## config.mk

```make
export PLATFORM = sky130hd
export DESIGN_NAME = if_prefetch
export DESIGN_NICKNAME = d
export VERILOG_FILES = /design/src/rtl/if_prefetch.sv
export SDC_FILE = /design/constraint.sdc
export NUM_CORES = 1
export LEC_CHECK = 0
export CAP_MARGIN = 20
export CORE_ASPECT_RATIO = 1.1
export CORE_UTILIZATION = 57
export DETAILED_ROUTE_END_ITERATION = 7
export HOLD_SLACK_MARGIN = 0.1
export PLACE_DENSITY = 0.81
export SETUP_SLACK_MARGIN = 0.4
export SYNTH_ARGS = -nofsm -noshare
export SYNTH_HDL_FRONTEND = slang
export SYNTH_SLANG_ARGS = --single-unit
```

## constraint.sdc

```tcl
create_clock -name clk -period 7.8 [get_ports clk]
set_input_delay 1.56 -clock clk [delete_from_list [all_inputs] [get_ports clk]]
set_output_delay 1.56 -clock clk [all_outputs]
set_load 0.01 [all_outputs]
```

## src/rtl/if_prefetch.sv

```systemverilog
// Instruction fetch stage: owns the fetch PC, issues one bus read at a time into a
// DEPTH-entry prefetch queue and presents {instr, pc} to decode; redirect flushes and restarts.
module if_prefetch #(
  parameter int unsigned       ADDR_W   = 32,
  parameter int unsigned       DATA_W   = 32,
  parameter int unsigned       DEPTH    = 4,
  parameter logic [ADDR_W-1:0] RESET_PC = '0,
  parameter int unsigned       PC_STEP  = 4
) (
  input  logic              clk,
  input  logic              reset_n,
  input  logic              redirect,
  input  logic [ADDR_W-1:0] redirect_pc,
  output logic              out_valid,
  input  logic              out_ready,
  output logic [DATA_W-1:0] instr,
  output logic [ADDR_W-1:0] pc_out,
  output logic [ADDR_W-1:0] fetch_addr,
  output logic              fetch_req,
  input  logic [DATA_W-1:0] fetch_data,
  input  logic              fetch_ack
);

  localparam int unsigned       PTR_W        = $clog2(DEPTH);
  localparam int unsigned       CNT_W        = PTR_W + 1;
  localparam logic [CNT_W-1:0]  DEPTH_C      = CNT_W'(DEPTH);
  localparam logic [ADDR_W-1:0] STEP_C       = ADDR_W'(PC_STEP);
  localparam logic [ADDR_W-1:0] ALIGN_MASK_C = ~(STEP_C - {{(ADDR_W-1){1'b0}}, 1'b1});

  localparam logic [1:0] ST_IDLE  = 2'd0;
  localparam logic [1:0] ST_BUSY  = 2'd1;
  localparam logic [1:0] ST_FLUSH = 2'd2;

  logic [1:0]        state_q, state_d;
  logic [ADDR_W-1:0] fetch_pc_q, fetch_pc_d;
  logic              fetch_req_q, fetch_req_d;
  logic [ADDR_W-1:0] fetch_addr_q, fetch_addr_d;
  logic [PTR_W-1:0]  rd_ptr_q, rd_ptr_d;
  logic [PTR_W-1:0]  wr_ptr_q, wr_ptr_d;
  logic [CNT_W-1:0]  count_q, count_d;
  logic              out_valid_q, out_valid_d;
  logic [DATA_W-1:0] instr_q, instr_d;
  logic [ADDR_W-1:0] pc_out_q, pc_out_d;
  logic [DATA_W-1:0] mem_instr_q [DEPTH];
  logic [ADDR_W-1:0] mem_pc_q    [DEPTH];

  logic              pop_s;
  logic              push_s;
  logic [ADDR_W-1:0] redirect_pc_s;
  logic [ADDR_W-1:0] next_pc_s;
  logic [CNT_W-1:0]  count_pop_s;

  assign pop_s         = out_valid_q & out_ready;
  assign redirect_pc_s = redirect_pc & ALIGN_MASK_C;
  assign next_pc_s     = fetch_pc_q + STEP_C;
  assign count_pop_s   = count_q - CNT_W'(pop_s);

  // Fetch control: request issue, completion handling and redirect tracking
  always_comb begin
    state_d      = state_q;
    fetch_pc_d   = fetch_pc_q;
    fetch_req_d  = fetch_req_q;
    fetch_addr_d = fetch_addr_q;
    push_s       = 1'b0;
    case (state_q)
      ST_IDLE: begin
        if (redirect) begin
          fetch_pc_d = redirect_pc_s;
        end else if (count_pop_s < DEPTH_C) begin
          state_d      = ST_BUSY;
          fetch_req_d  = 1'b1;
          fetch_addr_d = fetch_pc_q;
        end else begin
          state_d = ST_IDLE;
        end
      end
      ST_BUSY: begin
        if (fetch_ack && redirect) begin
          fetch_pc_d  = redirect_pc_s;
          state_d     = ST_IDLE;
          fetch_req_d = 1'b0;
        end else if (fetch_ack) begin
          push_s     = 1'b1;
          fetch_pc_d = next_pc_s;
          // Back-to-back fetch only if the pushed entry still leaves a free slot
          if ((count_pop_s + CNT_W'(1)) < DEPTH_C) begin
            fetch_addr_d = next_pc_s;
          end else begin
            state_d     = ST_IDLE;
            fetch_req_d = 1'b0;
          end
        end else if (redirect) begin
          fetch_pc_d = redirect_pc_s;
          state_d    = ST_FLUSH;
        end else begin
          state_d = ST_BUSY;
        end
      end
      ST_FLUSH: begin
        if (redirect) begin
          fetch_pc_d = redirect_pc_s;
        end else begin
          fetch_pc_d = fetch_pc_q;
        end
        if (fetch_ack) begin
          state_d     = ST_IDLE;
          fetch_req_d = 1'b0;
        end else begin
          state_d = ST_FLUSH;
        end
      end
      default: begin
        state_d     = ST_IDLE;
        fetch_req_d = 1'b0;
      end
    endcase
  end

  // Queue pointers and the registered head view presented to decode
  always_comb begin
    out_valid_d = 1'b0;
    instr_d     = '0;
    pc_out_d    = '0;
    if (redirect) begin
      rd_ptr_d = '0;
      wr_ptr_d = '0;
      count_d  = '0;
    end else begin
      rd_ptr_d = rd_ptr_q + PTR_W'(pop_s);
      wr_ptr_d = wr_ptr_q + PTR_W'(push_s);
      count_d  = count_pop_s + CNT_W'(push_s);
    end
    if (count_d == '0) begin
      out_valid_d = 1'b0;
    end else if (push_s && (wr_ptr_q == rd_ptr_d)) begin
      out_valid_d = 1'b1;
      instr_d     = fetch_data;
      pc_out_d    = fetch_addr_q;
    end else begin
      out_valid_d = 1'b1;
      instr_d     = mem_instr_q[rd_ptr_d];
      pc_out_d    = mem_pc_q[rd_ptr_d];
    end
  end

  // Control and output state registers
  always_ff @(posedge clk or negedge reset_n) begin
    if (!reset_n) begin
      state_q      <= ST_IDLE;
      fetch_pc_q   <= RESET_PC;
      fetch_req_q  <= 1'b0;
      fetch_addr_q <= '0;
      rd_ptr_q     <= '0;
      wr_ptr_q     <= '0;
      count_q      <= '0;
      out_valid_q  <= 1'b0;
      instr_q      <= '0;
      pc_out_q     <= '0;
    end else begin
      state_q      <= state_d;
      fetch_pc_q   <= fetch_pc_d;
      fetch_req_q  <= fetch_req_d;
      fetch_addr_q <= fetch_addr_d;
      rd_ptr_q     <= rd_ptr_d;
      wr_ptr_q     <= wr_ptr_d;
      count_q      <= count_d;
      out_valid_q  <= out_valid_d;
      instr_q      <= instr_d;
      pc_out_q     <= pc_out_d;
    end
  end

  // Queue storage; contents are only observed through count-qualified reads
  always_ff @(posedge clk) begin
    if (push_s) begin
      mem_instr_q[wr_ptr_q] <= fetch_data;
      mem_pc_q[wr_ptr_q]    <= fetch_addr_q;
    end
  end

  assign out_valid  = out_valid_q;
  assign instr      = instr_q;
  assign pc_out     = pc_out_q;
  assign fetch_req  = fetch_req_q;
  assign fetch_addr = fetch_addr_q;

endmodule
```

* Word-level counts from Yosys, hierarchy flattened
Memories as Yosys holds them, arrays and structs flattened.
Index checks and enable logic that the tools add are counted.
** Storage, ports and cells
- Register bits :: 139
- RAM bits :: 256
- Input port bits :: 69
- Memories kept :: 2
** Operators by class
- Add/subtract/negate cells :: 6
- $lt $le $gt $ge :: 2
- Equal/unequal tests :: 12
- Multiplexer cells :: 38
- Bitwise logic cells :: 1
- Reductions and logical operators :: 10
** Memories
- mem_instr_q :: words 4, width 32, read ports 1, clocked after Yosys merged registers in 0, wr ports 1, RTL line 44 : logic [DATA_W-1:0] mem_instr_q [DEPTH];
- mem_pc_q :: words 4, width 32, read ports 1, clocked after Yosys merged registers in 0, wr ports 1, RTL line 45 : logic [ADDR_W-1:0] mem_pc_q [DEPTH];
** Operators by type and width (count)
- $mux 32 :: 12
- $pmux 32 s2 :: 2
- $add 32x3->32 const B :: 1
- $mux 2 :: 8
- $mux 1 :: 13
- $ne 2x2->1 const B :: 6
- $lt 3x3->1 const B :: 2
- $ne 3x3->1 const B :: 2
- $pmux 2 s3 :: 1
- $reduce_and 6->1 :: 1
- $reduce_and 5->1 :: 1
- $add 2x1->2 :: 2
- $ne 4x4->1 const B :: 1
- $reduce_bool 2->1 :: 2
- $add 3x1->3 :: 1
- $add 3x1->3 const B :: 1
- $logic_not 3->1 :: 1
- $mux 3 :: 1
- $pmux 1 s3 :: 1
- $sub 3x1->3 :: 1
- $eq 2x1->1 const B :: 1
- $eq 2x2->1 :: 1
- $eq 2x2->1 const B :: 1
- $logic_and 1x1->1 :: 2
- 4 further kinds :: 4

* Logic depth before layout (Yosys ltp)
Gate-level depths: netlist of run 1.
- Depth after elaboration :: 8
- Depth in mapped cells :: 13

* Least setup slack after synthesis of run 1
OpenSTA, ideal clock, no wires.
- Kind :: input to register
- Start point :: in fetch_ack
- End point :: mem mem_instr_q[0][0], enable pin
- Data arrival time :: 6.521 ns
- Setup slack :: 0.714 ns
- Stages :: 5
- Path through :: buf_2 > nand4bb_1 > clkbuf_1 > clkbuf_1 > nor3_1
** Between the ends
- Longest elaborated chain between the ends :: 5
- Elaborated cells between the ends (all ways) :: 6
- Those cells by class :: mux (5); reduce/logical (1)
** Ends and longest elaborated chain
- start: declaration :: RTL line 21 : input logic fetch_ack
- $mux 1 or $logic_and 1x1->1 (tied branches) :: RTL line 82, 78
- $mux 1 * :: RTL line 78 : if (fetch_ack && redirect) begin
- $mux 1 * :: RTL line 65 : case (state_q)
- $mux 1 * :: RTL line 175 : if (push_s) begin
- $mux 1 (implied by the code) * :: RTL line 176 : mem_instr_q[wr_ptr_q] <= fetch_data;
- end: declaration :: RTL line 44
Every way passes the cells marked *; elsewhere a longest branch is shown, timed or not.

* Worst setup path after layout of run 1
- Start point :: in redirect
- End point :: reg instr_q[14] (netlist: instr[14])
** Between the ends
- Longest elaborated chain between the ends :: 7
- Elaborated cells between the ends (all ways) :: 12
- Those cells by class :: add/sub (1); eq/ne (1); mux (6); reduce/logical (3); memory (1)
** Ends and longest elaborated chain
- start: declaration :: RTL line 12 : input logic redirect,
- $logic_and 1x1->1 :: RTL line 78
- $mux 1 :: RTL line 78
- $mux 1 :: RTL line 65
- $add 3x1->3 :: RTL line 131 : count_d = count_pop_s + CNT_W'(push_s);
- $mux 3 :: RTL line 124 : if (redirect) begin
- $logic_not 3->1 :: RTL line 133 : if (count_d == '0) begin
- $mux 32 * :: RTL line 133
- net instr_d[14] :: RTL line 42 : logic [DATA_W-1:0] instr_q, instr_d;
- end signal: assignment :: RTL line 168 : instr_q <= instr_d;
- end: declaration :: RTL line 42
Mark *: on every way through the listed nets, which the timed path passes. The rest lies on a longest branch.
A chain may end at the register's enable or synchronous reset.

==> flow_summary.yaml, run 1 <==
run_status:
  outcome: "complete, no violations"
clocking:
  clockBufferDepth: 3
  postCtsSetupRepairBufs: 0
  hold_buffers: 0
  cts_root_buffer: "clkbuf_16"
  cts_sinks: 395
  postCtsResizedCells: 0
  cts_buffers: 39
  cts_tree: "built"
  cts.reportedPaths.clkPinSlew_ns: 0.06
  cts-htree-levels: 2
  insertion_delay_ns: 0.53
die:
  row_count: 64
  die_h_um: 179.4
  initial_core_util_pct: 58.35
  die_x_um: 163.3
  die_area_um2: 29290
  design.core.area_um2: 27950
  pin_count: 167
synth:
  synth_compound_area_share_pct: 8.487
  ys_seq_area_share_pct: 68.48
  synth_xor_area_share_pct: 2.417
  yosys_warnings: 0
  syn_inst: 1119
  avgSynthCellArea_um2: 14.57
  synth_edf_count: 256
  syn_area_um2: 16310
  synth-seq-cells: 395
  yosys.area_share.simple_pct: 8.226
  synth_mux_area_share_pct: 9.507
  synth_top_family_by_area: "multiplexers"
  synthFlopType: "edfxtp_1"
  synth_cell_types: 61
  synthAdderAreaFrac_pct: 0.3837
  synth-async-reset-ratio_pct: 35.19
  syn-num-nets: 1193
timing:
  finalMaxSlewViolations: 0
  setup_slack_ns: 3.155
  max_slew_margin_pct: 28.86
  rsz0062_at_grt: "no"
  setup_viol: 0
  period_share_pct: 59.55
  hold_viol: 0
  setup_tns_ns: 0
  max_freq_mhz: 215.3
  fin_skew_ns: 0.01391
  tightestPinTransition_ns: 1.067
  holdWs_ns: 0.4917
  fin_crit_ns: 4.645
route:
  route.detailed.drc: 0
  postRouteAntennaNets: 0
  vias: 10351
  via_per_inst: 6.262
  finalWirelength_um: 37630
  drtIter0Drc: 1055
  dr.pass1.iters: 5
  post_drt_wl_per_cell_um: 22.76
cells_and_area:
  mostFrequentLayoutCells: "edfxtp_1 (256), clkdlybuf4s50_1 (163), dfrtp_1 (139), o21ai_0 (113), nand3_1 (89)"
  area_growth_syn_to_layout_pct: 19.73
  final_nets: 1332
  layout_commonest_cell: "edfxtp_1"
  drive_gt1_share_pct: 12.49
  fin_util_pct: 69.86
  fill_cells: 1841
pwr:
  seq_power_share_pct: 48.1
  peakVddDrop_v: 0.0002282
  p_leak_nw: 6.977
  internal-power_mw: 4.253
  switching_share_pct: 29.35
  power_switching_mw: 1.767
  combPwrFrac_pct: 21.9
  total_power_mw: 6.020
  power.density_nw_per_um2: 308.3
  p_clk_share_pct: 30.0
place:
  place.gp.congestion: 0.8734
  dp_hpwl_um: 21540
  place_ws_ns: 2.660
  io_buffers: 164
grt:
  globalRoute.totalOverflow: 0
  grt_use_total_pct: 26.48
  grt_pass1_wl_um: 58440
  grt_max_degree: 81
  antenna_found_initial: 1
  grt_pass1_vias: 10340
min_path:
  hold_class: "reg -> reg"
  holdPathStages: 1
worst_setup_path:
  crit_type: "in -> reg"
  ff2ff_path_depth: 9
  cp.required_ns: 8.19
  cp_max_fo: 44
  crit_arrival_ns: 5.03
  end_kind: "register"
  critPathLaunchType: "primary input"
job:
  max_cap_viol_count: 0
## sequential cells by signal, indices dropped and copies added, names as in the netlist
register     count
mem_instr_q    128
out_valid        1
fetch_addr      32
count_q          3
fetch_req        1
state_q          2
pc_out          32
mem_pc_q       128
wr_ptr_q         2
instr           32
fetch_pc_q      32
rd_ptr_q         2
## cell usage after synthesis, drive strengths merged, types with 13 or more instances
master	n	area share, %
inv	13	0.30
xnor2	23	1.2
edfxtp	256	47
dfrtp	139	21
xor2	22	1.2
nand2	65	1.5
nand3	92	2.9
nor2	19	0.44
o21ai	117	3.6
a21oi	81	2.5
mux4	64	8.8
buf	28	0.94
nand4	14	0.58
clkbuf	55	1.3
## metrics by stage
| step | std cells | area (um2) |
|---|---|---|
| 2_1_floorplan | 1119 | 16310 |
| 3_3_place_gp | 1579 | 18260 |
| 3_5_place_dp | 1579 | 18260 |
| 4_1_cts | 1651 | 19490 |
| 5_1_grt | 1653 | 19520 |
| 6_report | 1653 | 19520 |
## metal layers
layer	vias up	global-route usage, %	wire length (um)
met5	-	0	0
met3	74	3.590	3021
met1	5211	36.22	14960
met2	510	44.28	18760
met4	0	8.801	879
li1	4556	-	-
## cell families after synthesis
family | Yosys count
xor+xnor | 45
mux | 74
buf+inv | 96
compound gates | 248
simple gates | 256
flops | 395
fa+ha+maj | 5
## critical path, cell delays in order
cell and delay [ns]:
clkdlybuf4s50_1 0.45, buf_4 0.30, nand4bb_1 0.21, inv_1 0.32, ha_1 0.34, ha_1 0.19, xnor2_1 0.22, nand2_1 0.10
nand2_2 0.77, buf_4 0.43, a21oi_1 0.10
## power by group through the flow
stage | registers (mW) | clock network, mW | logic (mW)
2_1_floorplan | 2.89 | 0 | 0.653
3_3_place_gp | 2.91 | 0 | 1.28
3_5_place_dp | 2.93 | 0 | 1.32
4_1_cts | 2.89 | 1.83 | 1.33
5_1_grt | 2.93 | 1.90 | 1.44
6_report | 2.90 | 1.80 | 1.32
## final timing paths
kind | start | endpoint | slack, ns
max in group asynchronous | reset_n | fetch_addr[4] | 5.68
min in group asynchronous | reset_n | instr[9] | 1.02
worst min register to register | fetch_pc_q[1] | fetch_addr[1] | 0.49
worst max register to register | state_q[0] | instr[14] | 4.21
worst min-delay path | fetch_pc_q[1] | fetch_addr[1] | 0.49
worst max-delay path | redirect | instr[14] | 3.16
## layout make-up
class | count | area, um2 | share of cell area [%]
clock inverter | 23 | 183.9 | 0.9421
timing repair buffer | 181 | 1803 | 9.235
clock buffer | 49 | 1045 | 5.352
multi-input combinational | 628 | 4820 | 24.69
inverter | 13 | 48.80 | 0.2500
sequential | 395 | 11170 | 57.19
antenna | 1 | 2.502 | 0.01282
tap | 363 | 454.2 | 2.326
Note: power is estimated with default switching activity, not from simulation.
==> run 2, diff against run 1 <==
==> constraint.sdc (replaced) <==
create_clock -name clk -period 4.81 [get_ports clk]
set_input_delay 0.962 -clock clk [delete_from_list [all_inputs] [get_ports clk]]
set_output_delay 0.962 -clock clk [all_outputs]
set_load 0.01 [all_outputs]
==> run 2 against run 1 <==
Core utilization increased by 0.77 points; global-route usage rose by 0.10 points; sequential share of layout area is 0.62 points lower; hold slack improved by 0.014 ns; non-clock buffer count rose by 16; combinational power up 65%; die area stayed put; count of clock-buffer cells in the layout grew 2; highest routed layer unchanged.
==> flow_summary.yaml, run 2 (synthesis results as in run 1) <==
worst_setup_path:
  reg2reg_to: "instr[27]"
  cp-startpoint: "redirect"
  cp.required_ns: 5.20
  max_stage_delay_ns: 0.45
  crit_arrival_ns: 3.69
  r2r-start: "state_q[1]"
  cp.depth: 11
  crit_buf_inv: 4
  critPathLaunchType: "primary input"
  crit_type: "in -> reg"
  crit_end: "instr[27]"
  path_cells: "clkdlybuf4s50_1 -> buf_4 -> nand4bb_1 -> inv_1 -> ha_1 -> ha_1 -> xnor2_1 -> nand2_1 -> nand2_2 -> buf_12 -> a21oi_1"
  critPathTopFamily: "buffers and inverters"
  path_common_cell: "ha_1"
  end_kind: "register"
  cp_max_fo: 26
  slowest_stage: "clkdlybuf4s50_1"
  r2r_slack_ns: 1.92
  ff2ff_path_depth: 9
min_path:
  hold_class: "in -> async"
timing:
  period_share_pct: 68.57
  setup_tns_ns: 0
  max_freq_mhz: 303.2
  fin_crit_ns: 3.298
  max_slew_margin_pct: 36.22
  fin_skew_ns: 0.009697
  tightestPinTransition_ns: 0.9567
  holdWs_ns: 0.5056
  setup_viol: 0
  setup_slack_ns: 1.512
  hold_viol: 0
  finalMaxSlewViolations: 0
  rsz0062_at_grt: "no"
clocking:
  insertion_delay_ns: 0.51
  postCtsResizedCells: 0
  cts_tree: "built"
  cts-htree-levels: 2
  clockBufferDepth: 3
  hold_buffers: 0
  cts_sinks: 395
  cts_buffers: 39
  postCtsSetupRepairBufs: 0
  cts.reportedPaths.clkPinSlew_ns: 0.06
  cts_root_buffer: "clkbuf_16"
place:
  dp_hpwl_um: 22300
  dpl-instance-area_um2: 18450
  place.gp.congestion: 0.9005
  place_ws_ns: 1.009
  io_buffers: 164
route:
  postRouteAntennaNets: 0
  post_drt_wl_per_cell_um: 22.47
  route.detailed.drc: 0
  via_per_inst: 6.223
  vias: 10373
  dr.pass1.iters: 5
  drtIter0Drc: 1137
  finalWirelength_um: 37460
cells_and_area:
  n_antenna_cell: 0
  drive_gt1_share_pct: 13.50
  reg_top3: "mem_instr_q: 128 flops, mem_pc_q: 128 flops"
  area_growth_syn_to_layout_pct: 21.04
  final_nets: 1348
  design_area_um2: 19740
  layout_commonest_cell: "edfxtp_1"
  mostFrequentLayoutCells: "edfxtp_1 (256), clkdlybuf4s50_1 (163), dfrtp_1 (139), o21ai_0 (113), nand3_1 (89)"
die:
  row_count: 64
  die_h_um: 179.4
  die_area_um2: 29290
  die_x_um: 163.3
  design.core.area_um2: 27950
  pin_count: 167
  initial_core_util_pct: 58.35
pwr:
  switching_share_pct: 28.56
  combPwrFrac_pct: 22.0
  seq_power_share_pct: 47.4
  p_leak_nw: 7.077
  p_clk_share_pct: 30.6
  power.density_nw_per_um2: 501.5
  internal-power_mw: 7.070
  peakVddDrop_v: 0.0004117
  power_switching_mw: 2.827
grt:
  antenna_found_initial: 0
  grt_pass1_wl_um: 58820
  grt_use_total_pct: 26.58
  grt_pass1_vias: 10693
  globalRoute.totalOverflow: 0
  grt_max_degree: 94
run_status:
  outcome: "complete, no violations"
job:
  max_cap_viol_count: 0
run 2: changes by cell type in the layout (fill, tap and decap cells not counted), moves of 2 or more:
| cell | before | now |
|---|---|---|
| nor3_2 | 2 | 0 |
| buf_12 | 1 | 5 |
| buf_4 | 15 | 28 |
| clkinv_4 | 2 | 0 |
| nor3_4 | 0 | 2 |
| clkinv_2 | 8 | 6 |
| bufinv_16 | 2 | 4 |
run 2: cell type report:
type / count / area (um2)
Clock inverter: 20 / 198.9
Clock buffer: 51 / 1084
Tap cell: 363 / 454.2
Sequential cell: 395 / 11170
Timing Repair Buffer: 197 / 1953
Inverter: 13 / 48.80
Fill cell: 1821 / 8210
Multi-Input combinational cell: 628 / 4832
run 2: metrics by stage:
stage	util [%]	power, mW	std cells
2_1_floorplan	-	5.735	1119
3_3_place_gp	66.03	6.839	1596
3_5_place_dp	66.03	6.915	1596
4_1_cts	70.62	9.942	1667
5_1_grt	70.62	10.31	1667
6_report	70.62	9.897	1667
run 2: worst register-to-register path, cell delays in order, from the launching register on:
cell and delay (ns):
dfrtp_1 0.67, nand4bb_1 0.46, inv_1 0.13, ha_1 0.24, ha_1 0.19, xnor2_1 0.22
nand2_1 0.09, nand2_2 0.44, buf_12 0.26, a21oi_1 0.08
run 2: how the worst min path moves through the flow:
stage / startpoint / endpoint / cells past startpoint
CTS: fetch_pc_q[1] / fetch_pc_q[1] / 1
detailed placement: fetch_pc_q[0] / fetch_pc_q[0] / 1
global placement: fetch_pc_q[0] / fetch_pc_q[0] / 1
global route: fetch_pc_q[1] / fetch_pc_q[1] / 1
finish: reset_n / instr[9] / 1
floorplan: fetch_pc_q[0] / fetch_pc_q[0] / 1
run 2: routing by layer:
| layer | global-route usage, % | share of wire [%] | routed length (um) | vias to the layer above |
|---|---|---|---|---|
| li1 | - | - | - | 4589 |
| met1 | 35.43 | 39 | 14660 | 5214 |
| met2 | 45.55 | 51 | 19010 | 505 |
| met3 | 4.235 | 7.9 | 2970 | 65 |
| met4 | 7.671 | 2.2 | 825 | 0 |
| met5 | 0 | 0 | 0 | - |
run 2: power by group through the flow:
| stage | logic (mW) | registers (mW) | clock network (mW) |
|---|---|---|---|
| after detailed placement | 2.17 | 4.75 | 0 |
| after global placement | 2.12 | 4.72 | 0 |
| final | 2.18 | 4.69 | 3.03 |
| after CTS | 2.19 | 4.68 | 3.07 |
| after floorplan | 1.06 | 4.68 | 0 |
| after global routing | 2.38 | 4.74 | 3.19 |
